### config.mk
export PLATFORM = sky130hd
export DESIGN_NAME = lsu_master
export DESIGN_NICKNAME = d
export VERILOG_FILES = /design/src/rtl/lsu_pkg.sv /design/src/rtl/lsu_lane.sv /design/src/rtl/lsu_master.sv
export SDC_FILE = /design/constraint.sdc
export NUM_CORES = 1
export LEC_CHECK = 0
export BUFFER_PORTS_ARGS = -buffer_cell sky130_fd_sc_hd__buf_2
export CORE_UTILIZATION = 51
export DETAILED_ROUTE_END_ITERATION = 16
export PLACE_DENSITY = 0.85
export SYNTH_ARGS = -nofsm -noshare
export SYNTH_HDL_FRONTEND = slang
export SYNTH_HIERARCHICAL = 1
export SYNTH_SLANG_ARGS = --single-unit
### constraint.sdc
create_clock -name clk -period 3 [get_ports clk]
set_input_delay 0.45 -clock clk [delete_from_list [all_inputs] [get_ports clk]]
set_output_delay 0.45 -clock clk [all_outputs]
set_load 0.02 [all_outputs]
### src/rtl/lsu_pkg.sv
// Shared definitions for the load/store initiator: op and error encodings,
// FSM states, access-size helpers and the default data-space limit.
package lsu_pkg;

    localparam logic [31:0] ADDR_LIMIT_DEFAULT = 32'h0000_3000;
    localparam int          TIMEOUT_DEFAULT    = 16;

    typedef enum logic [2:0] {
        OP_LB  = 3'd0,
        OP_LBU = 3'd1,
        OP_LH  = 3'd2,
        OP_LHU = 3'd3,
        OP_LW  = 3'd4,
        OP_SB  = 3'd5,
        OP_SH  = 3'd6,
        OP_SW  = 3'd7
    } lsu_op_e;

    typedef enum logic [1:0] {
        ERR_OK       = 2'd0,
        ERR_MISALIGN = 2'd1,
        ERR_RANGE    = 2'd2,
        ERR_TIMEOUT  = 2'd3
    } lsu_err_e;

    typedef enum logic [1:0] {
        ST_IDLE  = 2'd0,
        ST_ISSUE = 2'd1,
        ST_RESP  = 2'd2
    } lsu_state_e;

    typedef enum logic [1:0] {
        SZ_B = 2'd0,
        SZ_H = 2'd1,
        SZ_W = 2'd2
    } lsu_size_e;

    // Access width implied by an op code.
    function automatic lsu_size_e op_size(input logic [2:0] op);
        case (op)
            OP_LB, OP_LBU, OP_SB: return SZ_B;
            OP_LH, OP_LHU, OP_SH: return SZ_H;
            default:              return SZ_W;
        endcase
    endfunction

    // Stores occupy the top three encodings.
    function automatic logic op_is_store(input logic [2:0] op);
        return (op >= OP_SB);
    endfunction

endpackage

### src/rtl/lsu_lane.sv
// Byte-lane steering: byte enables and store replication for the outgoing
// word, plus extraction and sign/zero extension of returned load data.
// Purely combinational so the cache path can reuse it.
module lsu_lane
    import lsu_pkg::*;
(
    input  logic [2:0]  op,
    input  logic [1:0]  addr_lo,
    input  logic [31:0] wdata,
    input  logic [31:0] rdata,
    output logic [3:0]  byteen,
    output logic [31:0] wdata_rep,
    output logic [31:0] rdata_ext
);

    logic [31:0] rdata_sh;
    logic [7:0]  byte_val;
    logic [15:0] half_val;

    assign rdata_sh = rdata >> {addr_lo, 3'b000};
    assign byte_val = rdata_sh[7:0];
    assign half_val = addr_lo[1] ? rdata[31:16] : rdata[15:0];

    // Byte enables and lane-replicated store data by access size.
    always_comb begin
        byteen    = 4'b1111;
        wdata_rep = wdata;
        case (op_size(op))
            SZ_B: begin
                byteen    = 4'b0001 << addr_lo;
                wdata_rep = {4{wdata[7:0]}};
            end
            SZ_H: begin
                byteen    = addr_lo[1] ? 4'b1100 : 4'b0011;
                wdata_rep = {2{wdata[15:0]}};
            end
            default: begin
                byteen    = 4'b1111;
                wdata_rep = wdata;
            end
        endcase
    end

    // Load data extraction with sign or zero extension; stores return 0.
    always_comb begin
        rdata_ext = 32'd0;
        case (op)
            OP_LB:   rdata_ext = {{24{byte_val[7]}}, byte_val};
            OP_LBU:  rdata_ext = {24'd0, byte_val};
            OP_LH:   rdata_ext = {{16{half_val[15]}}, half_val};
            OP_LHU:  rdata_ext = {16'd0, half_val};
            OP_LW:   rdata_ext = rdata;
            default: rdata_ext = 32'd0;
        endcase
    end

endmodule

### src/rtl/lsu_master.sv
// Load/store initiator: accepts one core request at a time, rejects
// misaligned or out-of-range accesses without touching the bus, otherwise
// runs one word-aligned bus cycle with a bounded wait for acknowledge and
// returns a single-cycle response.
module lsu_master
    import lsu_pkg::*;
#(
    parameter logic [31:0] ADDR_LIMIT = ADDR_LIMIT_DEFAULT,
    parameter int          TIMEOUT    = TIMEOUT_DEFAULT
) (
    input  logic        clk,
    input  logic        reset,
    input  logic        req_valid,
    output logic        req_ready,
    input  logic [2:0]  req_op,
    input  logic [31:0] req_addr,
    input  logic [31:0] req_wdata,
    output logic        rsp_valid,
    output logic [31:0] rsp_rdata,
    output logic [1:0]  rsp_err,
    output logic        bus_req,
    output logic        bus_we,
    output logic [31:0] bus_addr,
    output logic [3:0]  bus_byteen,
    output logic [31:0] bus_wdata,
    input  logic        bus_ack,
    input  logic [31:0] bus_rdata
);

    // Counter value during the last permitted wait cycle.
    localparam logic [7:0] CNT_LAST = 8'(TIMEOUT - 1);

    lsu_state_e  state_reg;
    logic [2:0]  op_reg;
    logic [1:0]  addr_lo_reg;
    logic [7:0]  cnt_reg;
    lsu_err_e    req_err;

    logic [2:0]  lane_op;
    logic [1:0]  lane_addr_lo;
    logic [3:0]  lane_byteen;
    logic [31:0] lane_wdata;
    logic [31:0] lane_rdata;

    // In IDLE the lane sees the incoming request so bus fields can be
    // registered on the accept edge; afterwards it sees the latched request
    // for load extraction.
    assign lane_op      = (state_reg == ST_IDLE) ? req_op : op_reg;
    assign lane_addr_lo = (state_reg == ST_IDLE) ? req_addr[1:0] : addr_lo_reg;

    lsu_lane u_lane (
        .op        (lane_op),
        .addr_lo   (lane_addr_lo),
        .wdata     (req_wdata),
        .rdata     (bus_rdata),
        .byteen    (lane_byteen),
        .wdata_rep (lane_wdata),
        .rdata_ext (lane_rdata)
    );

    // Request legality; misalignment takes precedence over range.
    always_comb begin
        req_err = ERR_OK;
        if ((op_size(req_op) == SZ_H && req_addr[0]) ||
            (op_size(req_op) == SZ_W && req_addr[1:0] != 2'b00)) begin
            req_err = ERR_MISALIGN;
        end else if (req_addr >= ADDR_LIMIT) begin
            req_err = ERR_RANGE;
        end
    end

    // Control FSM with request latch, timeout counter and registered outputs.
    always_ff @(posedge clk or negedge reset) begin
        if (!reset) begin
            state_reg   <= ST_IDLE;
            op_reg      <= 3'd0;
            addr_lo_reg <= 2'd0;
            cnt_reg     <= 8'd0;
            req_ready   <= 1'b0;
            rsp_valid   <= 1'b0;
            rsp_rdata   <= 32'd0;
            rsp_err     <= 2'd0;
            bus_req     <= 1'b0;
            bus_we      <= 1'b0;
            bus_addr    <= 32'd0;
            bus_byteen  <= 4'd0;
            bus_wdata   <= 32'd0;
        end else begin
            case (state_reg)
                ST_IDLE: begin
                    req_ready <= 1'b1;
                    rsp_valid <= 1'b0;
                    if (req_valid && req_ready) begin
                        op_reg      <= req_op;
                        addr_lo_reg <= req_addr[1:0];
                        req_ready   <= 1'b0;
                        if (req_err != ERR_OK) begin
                            state_reg <= ST_RESP;
                            rsp_valid <= 1'b1;
                            rsp_err   <= req_err;
                            rsp_rdata <= 32'd0;
                        end else begin
                            state_reg  <= ST_ISSUE;
                            cnt_reg    <= 8'd0;
                            bus_req    <= 1'b1;
                            bus_we     <= op_is_store(req_op);
                            bus_addr   <= {req_addr[31:2], 2'b00};
                            bus_byteen <= lane_byteen;
                            bus_wdata  <= lane_wdata;
                        end
                    end
                end
                ST_ISSUE: begin
                    // An ack in the final wait cycle still counts as success.
                    if (bus_ack || cnt_reg == CNT_LAST) begin
                        state_reg  <= ST_RESP;
                        rsp_valid  <= 1'b1;
                        bus_req    <= 1'b0;
                        bus_we     <= 1'b0;
                        bus_addr   <= 32'd0;
                        bus_byteen <= 4'd0;
                        bus_wdata  <= 32'd0;
                        if (bus_ack) begin
                            rsp_err   <= ERR_OK;
                            rsp_rdata <= lane_rdata;
                        end else begin
                            rsp_err   <= ERR_TIMEOUT;
                            rsp_rdata <= 32'd0;
                        end
                    end else begin
                        cnt_reg <= cnt_reg + 8'd1;
                    end
                end
                ST_RESP: begin
                    state_reg <= ST_IDLE;
                    rsp_valid <= 1'b0;
                    rsp_rdata <= 32'd0;
                    rsp_err   <= 2'd0;
                    req_ready <= 1'b1;
                end
                default: begin
                    state_reg <= ST_IDLE;
                end
            endcase
        end
    end

endmodule

## Word-level counts from Yosys, hierarchy flattened

Index checks and enable logic that the tools add are counted.

- Output and inout bits: 106
- Register bits: 121
- Word-level logic and storage cells: 117

- Shift-type cells: 2
- Mux-type cells: 53
- Magnitude comparators: 2
- Reduce and logical (&&, ||, !) cells: 24
- $add $sub $neg: 1
- Eq/ne operators: 22

Operators by type and width:

| operator | count |
|---|---|
| $mux W32 | 9 |
| $pmux W32 S2 | 3 |
| $pmux W32 S5 | 1 |
| $pmux W32 S3 | 1 |
| $ge A32 B14 Y1 const B | 1 |
| $shr A32 B5 Y8 | 1 |
| $mux W8 | 3 |
| $mux W2 | 10 |
| $mux W16 | 1 |
| $mux W4 | 4 |
| $pmux W4 S2 | 2 |
| $pmux W8 S2 | 1 |
| $eq A3 B3 Y1 const B | 5 |
| $eq A3 B2 Y1 const B | 4 |
| $pmux W2 S2 | 3 |
| $reduce_and A4 Y1 | 3 |
| $reduce_or A3 Y1 | 4 |
| $mux W1 | 9 |
| $add A8 B1 Y8 const B | 1 |
| $eq A8 B4 Y1 const B | 1 |
| $reduce_bool A2 Y1 | 4 |
| $eq A2 B1 Y1 const B | 3 |
| $eq A3 B1 Y1 const B | 2 |
| $logic_not A3 Y1 | 2 |
| 14 further kinds | 26 |

## Logic depth before layout (Yosys ltp)

Gate-level depths: netlist (run 1).

- Depth after elaboration: 11
- Mapped depth: 13
- Depth with buffers taken out: 9

## Cells and area by module

Netlist (run 1), hierarchy kept.

By module, submodules not included:

| module | times used | sequential area each (um^2) | cells each | area an instance (um^2) |
|---|---|---|---|---|
| lsu_master | 1 | 2,977.9 | 381 | 4,918.5 |
| lsu_lane | 1 | 0.0 | 232 | 1,447.6 |

## Least setup slack after synthesis (run 1)

No wires, ideal clock.

- Path type: reg2reg
- Start: register state_reg[0]
- End: register rsp_rdata[18]
- Period minus slack after synthesis: 2.690 ns
- Arrival time: 2.565 ns
- Setup time: 0.125 ns
- Slack: 0.310 ns
- Stages on the path, launching flop included: 13
- Path through: dfrtp_1 -> inv_1 -> ha_1 -> buf_1 -> mux2_2 -> nor2b_1 -> buf_2 -> and2b_1 -> nand2_2 -> buf_2 -> nand3_1 -> and3_1 -> mux2_2

- Cells in the longest elaborated chain, start to end: 7
- Elaborated cells on any way between the ends: 21

RTL lines:

| item | RTL line | source |
|---|---|---|
| from (decl) | lsu_master.sv:33 | `lsu_state_e state_reg;` |
| from (signal assigned) | lsu_master.sv:75 | `state_reg <= ST_IDLE;` |
| from (signal assigned) | lsu_master.sv:98 | `state_reg <= ST_RESP;` |
| from (signal assigned) | lsu_master.sv:103 | `state_reg <= ST_ISSUE;` |
| $logic_not A2 Y1 * | lsu_master.sv:48 | `assign lane_op = (state_reg == ST_IDLE) ? req_op : op_reg;` |
| $mux W3 * | lsu_master.sv:48 |  |
| net lane_op[1] | lsu_master.sv:39 | `logic [2:0] lane_op;` |
| $eq A3 B3 Y1, or another cell as far along | lsu_lane.sv:47 | `case (op)` |
| $pmux W32 S5 * | lsu_lane.sv:47 |  |
| net lane_rdata[18] | lsu_master.sv:43 | `logic [31:0] lane_rdata;` |
| $mux W32 * | lsu_master.sv:123 | `if (bus_ack) begin` |
| $mux W32 * | lsu_master.sv:115 | `if (bus_ack \|\| cnt_reg == CNT_LAST) begin` |
| $pmux W32 S3 * | lsu_master.sv:89 | `case (state_reg)` |
| to (signal assigned) | lsu_master.sv:125 | `rsp_rdata <= lane_rdata;` |
| to (decl) | lsu_master.sv:19 | `output logic [31:0] rsp_rdata,` |

The timed path passes the listed nets; every way through them passes the cells marked *. The select of a mux whose other input is x is not followed.
A chain may end at the register's enable or synchronous reset.

## Worst setup path after layout (run 1)

- Start: register cnt_reg[0]
- End: register rsp_rdata[13]

- Cells in the longest elaborated chain, start to end: 4

RTL lines:

| item | RTL line | source |
|---|---|---|
| from (decl) | lsu_master.sv:36 | `logic [7:0] cnt_reg;` |
| from (signal assigned) | lsu_master.sv:131 | `cnt_reg <= cnt_reg + 8'd1;` |
| $eq A8 B4 Y1 | lsu_master.sv:115 |  |
| $logic_or A1 B1 Y1 | lsu_master.sv:115 |  |
| $ne A2 B2 Y1 (no line) | -- |  |
| $reduce_and A4 Y1 (no line) | -- |  |

No other way between the ends.

==> flow_summary.ini, run 1 <==
[synth]
synth.top_cell.area_share = 0.468
ys_async_sr_fraction = 1.00
synth.top_cells.by_area = dfrtp_1, mux2_2, a22o_1
synth_area_um2 = 6370
ys_warn_count = 6
postSynthAreaPerCell_um2 = 10.4
ys_seq_area_frac = 0.468
synthDistinctLibCells = 52
synth_cells = 613
yosys_register_bits = 119
ys.flop_type = dfrtp_1
synth_enable_flop_cells = 0
yosysTopAreaCell = dfrtp_1

[timing]
period_share = 0.924
maxSlewViolCount = 0
fin_crit_ns = 2.77
hold_slack_ns = 0.0801
max_slew_margin = 0.268
fin_setup_tns_ns = 0
fmax_mhz = 361
rsz0062_at_grt = no
setup_ws_ns = 0.229
fin_skew_ns = 0.00815
setup_viol = 0
worst_pin_slew_ns = 1.09
hold_viol = 0

[route]
first_pass_iters = 5
finalWirelength_mm = 17.0
post-route-drc-count = 0
viasPerCell = 5.62
dr.first_iter.drc_count = 455
ant_nets = 0
vias = 5509
wl_per_cell_um = 17.3

[clock_network]
cts_setup_buffers = 0
cts_tree = yes
h-tree-depth = 4
clock_path_buffers = 2
cts_buffers = 17
path_clk_slew_ns = 0.06
cts.sinks = 119
clkLatencyLatePin_ns = 0.42
root_buffer = clkbuf_16

[global_route]
grt_pass1_wl_mm = 27.1
track_usage = 0.272
grt_overflow = 0
antenna_found_initial = 1
grt_pass1_vias = 5448
grt_max_degree = 69

[critical_path]
crit_arrival_ns = 3.07
required_ns = 3.30
worstPathMaxFanout = 34
end_kind = flip-flop
worstSetupPathType = reg2reg
worst_setup_path_start_kind = flip-flop

[die]
io_pins = 209
rows = 40
core_area_um2 = 12100
chipHeight_um = 114
start_util = 0.526
die_area_um2 = 12900
die_width_um = 114

[layout]
register_area_um2 = 2980
multiInputGateArea_um2 = 3040
nets = 907
final.fill_count = 1003
drive_above_1_share = 0.411
reg_top3 = bus_wdata: 32 flops, rsp_rdata: 32 flops, bus_addr: 30 flops
antennaDiodeCount = 0
syn2layout_area_growth_pct = 26.8

[placed_design]
dp_slack_ns = 0.155
io_buffer_count = 206
gp_congestion = 0.874
dp_hpwl_mm = 12.1

[pwr]
p_comb_frac = 0.365
power.density_nw_per_um2 = 723
power.total_mw = 5.84
pwr-share-clk = 0.343
p_sw_mw = 2.09
power.share.sequential = 0.292
leakagePower_nw = 4.41
ir_drop_mv = 0.488
p_int_mw = 3.74
switching_share = 0.359

[run]
cap_violations = 0

[outcome]
run_status = completed

[min_path]
hp-class = in2async
-- cell type report --
cell class              count  share of cell area
clock buffers              17              0.0527
flip-flops and latches    119               0.369
repair buffers            224               0.149
multi-input cells         423               0.377
well taps                 168              0.0260
inverters                  15             0.00698
clock inverters            15              0.0189
-- power groups by stage --
stage / clock network (mW) / registers [mW] / logic [mW]
finish: 2.00 / 1.70 / 2.13
detailed placement: 0 / 1.73 / 2.09
floorplan: 0 / 1.75 / 1.61
CTS: 2.03 / 1.70 / 2.11
global route: 2.11 / 1.71 / 2.34
global placement: 0 / 1.73 / 2.05
-- path summary, 6_finish.rpt --
kind	startpoint	to	slack (ns)	depth (start not counted)
worst min-delay path	reset	rsp_rdata[16]$_DFFE_PN0P_	0.08	1
worst min register to register	bus_req$_DFFE_PN0P_	bus_req$_DFFE_PN0P_	0.48	1
worst max-delay path	cnt_reg[0]$_DFFE_PN0P_	rsp_rdata[13]$_DFFE_PN0P_	0.23	7
max in group asynchronous	reset	bus_addr[27]$_DFFE_PN0P_	2.22	2
worst max register to register	cnt_reg[0]$_DFFE_PN0P_	rsp_rdata[13]$_DFFE_PN0P_	0.23	7
min in group clk	req_addr[10]	bus_addr[10]$_DFFE_PN0P_	0.25	2
-- synthesized netlist by cell type (all sizes together) (2+ instances only) --
| cell | instances |
|---|---|
| nor2 | 8 |
| and3 | 35 |
| buf | 39 |
| nand4 | 5 |
| mux2i | 7 |
| o21a | 9 |
| o21bai | 2 |
| and2 | 21 |
| dfrtp | 119 |
| inv | 15 |
| o31ai | 4 |
| ha | 4 |
| nand3 | 37 |
| a22oi | 9 |
| a22o | 49 |
| nand2 | 37 |
| clkbuf | 18 |
| nand3b | 9 |
| a21oi | 36 |
| o21ai | 34 |
| and4 | 2 |
| nor4 | 4 |
| a21o | 4 |
| mux2 | 65 |
| or3 | 4 |
| nand2b | 6 |
| a221o | 2 |
| or4 | 3 |
| or2 | 2 |
| nor3 | 4 |
| nor2b | 7 |
| o311ai | 3 |
-- per-layer routing --
layer,part of all wire,wire length [um],vias to the layer above,track usage
li1,-,-,2614,-
met1,0.42,7220,2686,0.341
met2,0.49,8320,172,0.439
met3,0.057,975,37,0.0728
met4,0.030,506,0,0.132
met5,0,0,-,0
-- cells in the final DEF, fill, tap and decap left out, types with 3 or more instances in the layout --
| cell | count |
|---|---|
| buf_2 | 205 |
| dfrtp_1 | 119 |
| mux2_2 | 65 |
| a22o_1 | 49 |
| nand3_1 | 37 |
| nand2_1 | 36 |
| and3_1 | 35 |
| a21oi_1 | 34 |
| o21ai_0 | 33 |
| and2_1 | 21 |
| clkbuf_16 | 17 |
| buf_4 | 16 |
| inv_1 | 15 |
| nand3b_1 | 9 |
| o21a_1 | 9 |
| inv_6 | 9 |
| a22oi_1 | 9 |
| nor2_1 | 7 |
| mux2i_1 | 7 |
| nor2b_1 | 6 |
| nand4_1 | 5 |
| nand2b_1 | 5 |
| nor4_1 | 4 |
| a21o_1 | 4 |
| o31ai_1 | 4 |
| or3_1 | 4 |
| or4_1 | 3 |
| nor3_1 | 3 |
| ha_1 | 3 |
| buf_12 | 3 |
| o311ai_0 | 3 |
-- stage by stage --
stage / cell area, um^2 / std cells / utilization
final: 8070 / 981 / 0.666
after global routing: 8070 / 981 / 0.666
after CTS: 8070 / 981 / 0.666
after detailed placement: 7490 / 949 / 0.618
after global placement: 7490 / 949 / 0.618
after floorplan: 6370 / 614 / -
-- critical path: stages, from the launching register on --
cell	delay (ns)
dfrtp_1	0.40
ha_1	0.18
and3_1	0.20
and2_1	0.17
nor3b_1	0.09
or2_2	0.34
a21oi_4	0.83
mux2_2	0.43
-- cells by family after synthesis --
kind of cell             Yosys count  synth area share
AO/OA/AOI/OAI                    159             0.176
buffers and inverters             72            0.0586
multiplexers                      72             0.126
AND/OR/NAND/NOR                  186             0.163
adder cells (fa/ha/maj)            4           0.00786
other                              1          0.000589
flip-flops                       119             0.468
-- what timing repair did --
action                     4_1_cts  5_1_grt
gates resized for setup          0        2
hold buffers                     0        0
setup endpoints to repair        0       14
(Power assumes the default switching activity.)
==> run 2: changes to the inputs <==
--- a/config.mk
+++ b/config.mk
@@ -6,6 +6,7 @@
 export NUM_CORES = 1
 export LEC_CHECK = 0
 export BUFFER_PORTS_ARGS = -buffer_cell sky130_fd_sc_hd__buf_2
+export CORE_MARGIN = 8
 export CORE_UTILIZATION = 51
 export DETAILED_ROUTE_END_ITERATION = 16
 export PLACE_DENSITY = 0.85
==> flow_summary.ini, run 2 (synthesis gave the netlist of run 1 again) <==
[outcome]
run_status = completed

[layout]
layout_common_cells = buf_2, dfrtp_1, mux2_2, a22o_1, nand3_1
fin_util = 0.652
nets = 910
layout_commonest_cell = buf_2
fin_cells = 988
final.fill_count = 1040
multiInputGateArea_um2 = 3040
syn2layout_area_growth_pct = 27.1
register_area_um2 = 2980
reg_top3 = bus_wdata: 32 flops, rsp_rdata: 32 flops, bus_addr: 30 flops
drive_above_1_share = 0.413
antennaDiodeCount = 0

[critical_path]
required_ns = 3.29
worst_setup_path_start_kind = flip-flop
reg2reg_slack_ns = 0.20
cpPeakStageDelay_ns = 0.43
worstPathMaxFanout = 24
crit_arrival_ns = 3.09
slowest_stage = mux2_2
cp_common_cell = mux2_2
cp.buffers_inverters = 1
end_kind = flip-flop
cp_cell_sequence = inv_1, ha_2, mux2_2, mux2_2, a2bb2oi_2, nand2b_4, o311ai_0, and3_1, mux2_2
worstSetupPathType = reg2reg
cpLargestDelayFamily = multiplexers

[timing]
hold_slack_ns = 0.102
fin_skew_ns = 0.00691
setup_ws_ns = 0.199
setup_viol = 0
fin_crit_ns = 2.80
fin_setup_tns_ns = 0
fmax_mhz = 357
max_slew_margin = 0.279
worst_pin_slew_ns = 1.08
period_share = 0.934
hold_viol = 0
maxSlewViolCount = 0
rsz0062_at_grt = no

[pwr]
ir_drop_mv = 0.430
p_int_mw = 3.71
power.density_nw_per_um2 = 717
power.share.sequential = 0.296
switching_share = 0.360
p_sw_mw = 2.08
leakagePower_nw = 4.42
pwr-share-clk = 0.340
p_comb_frac = 0.365

[clock_network]
h-tree-depth = 4
clock_path_buffers = 2
path_clk_slew_ns = 0.06
cts_buffers = 17
root_buffer = clkbuf_16
hold_buffers = 0
cts.sinks = 119
cts_tree = yes
clkLatencyLatePin_ns = 0.41

[placed_design]
io_buffer_count = 206
dp_slack_ns = -0.0449
gp_congestion = 0.893
dp_hpwl_mm = 13.4
dp.cells = 956

[global_route]
antenna_found_initial = 1
grt_pass1_wl_mm = 29.6
grt_max_degree = 62
grt_pass1_vias = 5560
grt_overflow = 0
track_usage = 0.230

[min_path]
hp-class = in2async

[route]
ant_nets = 0
vias = 5562
post-route-drc-count = 0
wl_per_cell_um = 18.7
finalWirelength_mm = 18.5
viasPerCell = 5.63
dr.first_iter.drc_count = 459
first_pass_iters = 5

[die]
rows = 41
io_pins = 209
core_area_um2 = 12400
die_width_um = 128
start_util = 0.513
die_area_um2 = 16300
chipHeight_um = 128

[run]
cap_violations = 0
run 2: changes by cell type in the layout (fill, tap and decap cells not counted), sizes merged:
cell and delta:
clkinvlp +2, clkinv +1, buf +3, inv -3
run 2: area by class of cell:
type	instances	area share
Clock buffer	17	0.0526
Multi-Input combinational cell	423	0.376
Clock inverter	15	0.0178
Sequential cell	119	0.368
Inverter	15	0.00696
Timing Repair Buffer	227	0.152
Tap cell	172	0.0266
run 2: power by group through the flow:
stage	clock [mW]	combinational, mW	sequential [mW]
global route	2.08	2.33	1.72
finish	1.97	2.11	1.71
floorplan	0	1.61	1.75
global placement	0	2.03	1.74
CTS	2.00	2.08	1.71
detailed placement	0	2.07	1.74
run 2: repair_timing:
item,in CTS,in global routing
setup endpoints to repair,0,42
setup buffers,0,0
resized for setup,0,2
run 2: through the flow:
| step | power, mW | area (um^2) |
|---|---|---|
| floorplan | 3.36 | 6370 |
| global placement | 3.77 | 7510 |
| detailed placement | 3.81 | 7510 |
| CTS | 5.80 | 8080 |
| global route | 6.12 | 8090 |
| finish | 5.80 | 8090 |
run 2: layer usage:
metal  track usage  vias up  wire [um]
met1         0.286     2690       7670
met2         0.371      213       9190
met3        0.0587       49       1050
met5             0        -          8
met4        0.0993        2        577
li1              -     2608          -
run 2: path summary, 6_finish.rpt:
path	from	endpoint	depth (start not counted)
min in group clk	req_addr[4]	bus_addr[4]$_DFFE_PN0P_	2
min	reset	rsp_rdata[21]$_DFFE_PN0P_	1
max reg2reg	state_reg[0]$_DFFE_PN0P_	rsp_rdata[31]$_DFFE_PN0P_	9
min reg2reg	bus_addr[14]$_DFFE_PN0P_	bus_addr[14]$_DFFE_PN0P_	1
max	state_reg[0]$_DFFE_PN0P_	rsp_rdata[31]$_DFFE_PN0P_	9
max in group asynchronous	reset	bus_wdata[12]$_DFFE_PN0P_	2
==> run 3: changes to the inputs <==
--- a/config.mk
+++ b/config.mk
@@ -9,7 +9,7 @@
 export CORE_MARGIN = 8
 export CORE_UTILIZATION = 51
 export DETAILED_ROUTE_END_ITERATION = 16
-export PLACE_DENSITY = 0.85
+export PLACE_DENSITY_LB_ADDON = 0.2
 export SYNTH_ARGS = -nofsm -noshare
 export SYNTH_HDL_FRONTEND = slang
 export SYNTH_HIERARCHICAL = 1
==> flow_summary.ini, run 3 (synthesis gave the netlist of run 1 again) <==
[outcome]
run_status = completed

[critical_path]
crit_arrival_ns = 3.13
cpPeakStageDelay_ns = 0.45
required_ns = 3.30
cp.buffers_inverters = 1
slowest_stage = mux2_2
reg2reg_to = rsp_rdata[31]$_DFFE_PN0P_
cpLargestDelayFamily = multiplexers
reg2reg_from = state_reg[1]$_DFFE_PN0P_
worstPathMaxFanout = 24
reg2reg_depth = 9
end_kind = flip-flop
cp_common_cell = mux2_2
worstSetupPathType = reg2reg
worst_setup_path_start_kind = flip-flop
cp_cell_sequence = inv_1, ha_1, mux2_2, mux2_2, a2bb2oi_2, nand2b_4, o311ai_0, and3_1, mux2_2
reg2reg_slack_ns = 0.17

[global_route]
grt_pass1_vias = 5663
grt_pass1_wl_mm = 28.9
track_usage = 0.222
antenna_found_initial = 0
grt_max_degree = 71
grt_overflow = 0

[min_path]
hp-class = in2reg
holdCritStartpoint = req_addr[10]
min_delay_path_depth = 2
min_to = bus_addr[10]$_DFFE_PN0P_

[timing]
maxSlewViolCount = 0
fin_crit_ns = 2.83
rsz0062_at_grt = no
fin_skew_ns = 0.00663
hold_viol = 0
max_slew_margin = 0.276
fmax_mhz = 354
period_share = 0.943
hold_slack_ns = 0.258
setup_viol = 0
worst_pin_slew_ns = 1.08

[clock_network]
root_buffer = clkbuf_16
cts_tree = yes
path_clk_slew_ns = 0.06
clkLatencyLatePin_ns = 0.41
cts_buffers = 17
cts.sinks = 119
clock_path_buffers = 2
cts_setup_buffers = 0
h-tree-depth = 4

[route]
vias = 5532
finalWirelength_mm = 18.1
ant_nets = 0
dr.first_iter.drc_count = 451
viasPerCell = 5.62
wl_per_cell_um = 18.4
post-route-drc-count = 0
first_pass_iters = 6

[layout]
fin_util = 0.650
antennaDiodeCount = 0
layout_common_cells = buf_2, dfrtp_1, mux2_2, a22o_1, nand3_1
syn2layout_area_growth_pct = 26.8
layout_commonest_cell = buf_2
nets = 907
reg_top3 = bus_wdata: 32 flops, rsp_rdata: 32 flops, bus_addr: 30 flops
drive_above_1_share = 0.407

[die]
rows = 41
die_width_um = 128
chipHeight_um = 128
io_pins = 209
start_util = 0.513
die_area_um2 = 16300
core_area_um2 = 12400

[pwr]
leakagePower_nw = 4.41
ir_drop_mv = 0.420
power.density_nw_per_um2 = 721

[placed_design]
io_buffer_count = 206
dp_hpwl_mm = 13.2
gp_congestion = 0.864

[run]
cap_violations = 0
-- run 3: changes by cell type in the layout (fill, tap and decap cells not counted), moves of 2 or more --
cell / change
clkinv_2: +4
clkinv_4: +2
inv_6: -7
buf_4: -4
-- run 3: final cells by class --
cell class,count,area [um^2]
Fill cell,1031,4340
Multi-Input combinational cell,423,3040
Sequential cell,119,2980
Timing Repair Buffer,224,1210
Clock buffer,19,443
Tap cell,172,215
Clock inverter,13,131
Inverter,15,56.3
-- run 3: worst max-delay path by stage --
stage | cells past startpoint | start | end
2_1_floorplan | 12 | state_reg[0]$_DFFE_PN0P_ | rsp_rdata[18]$_DFFE_PN0P_
3_3_place_gp | 8 | req_addr[29] | rsp_rdata[7]$_DFFE_PN0P_
3_5_place_dp | 8 | req_addr[29] | rsp_err[1]$_DFFE_PN0P_
4_1_cts | 7 | state_reg[1]$_DFFE_PN0P_ | rsp_err[1]$_DFFE_PN0P_
5_1_grt | 7 | state_reg[0]$_DFFE_PN0P_ | rsp_rdata[14]$_DFFE_PN0P_
6_report | 9 | state_reg[1]$_DFFE_PN0P_ | rsp_rdata[31]$_DFFE_PN0P_
-- run 3: what timing repair did --
| action | 4_1_cts | 5_1_grt |
|---|---|---|
| hold endpoints to repair | 22 | 0 |
| endpoints found under the setup margin | 0 | 4 |
| hold buffers | 1 | 0 |
| resized for setup | 0 | 1 |
-- run 3: stage by stage --
| stage | area, um^2 | setup TNS (ns) | power [mW] | setup WS (ns) | cells |
|---|---|---|---|---|---|
| 2_1_floorplan | 6370 | 0 | 3.36 | 0.310 | 614 |
| 3_3_place_gp | 7480 | 0 | 3.75 | 0.211 | 952 |
| 3_5_place_dp | 7480 | -0.151 | 3.83 | -0.0210 | 952 |
| 4_1_cts | 8070 | 0 | 5.82 | 0.170 | 985 |
| 5_1_grt | 8070 | 0 | 6.13 | 0.00171 | 985 |
| 6_report | 8070 | 0 | 5.82 | 0.171 | 985 |
-- run 3: report_power, final --
group | internal, mW | leakage (nW) | total (mW) | switching [mW]
registers | 1.67 | 1.64 | 1.71 | 0.0383
clock network | 1.24 | 0.282 | 1.97 | 0.729
logic | 0.885 | 2.48 | 2.14 | 1.26
-- run 3: worst register-to-register path, delay by kind of cell (launching register included) --
kind            cells  cell delay (ns)
compound gates      2             0.35
fa+ha+maj           1             0.33
buf+inv             1             0.11
flops               1             0.39
mux                 3             1.02
simple gates        2             0.52
-- run 3: routing by layer --
metal  part of all wire  global-route usage
met4              0.018              0.0853
met3              0.080              0.0720
met5                  0                   0
met1               0.45               0.277
met2               0.46               0.351
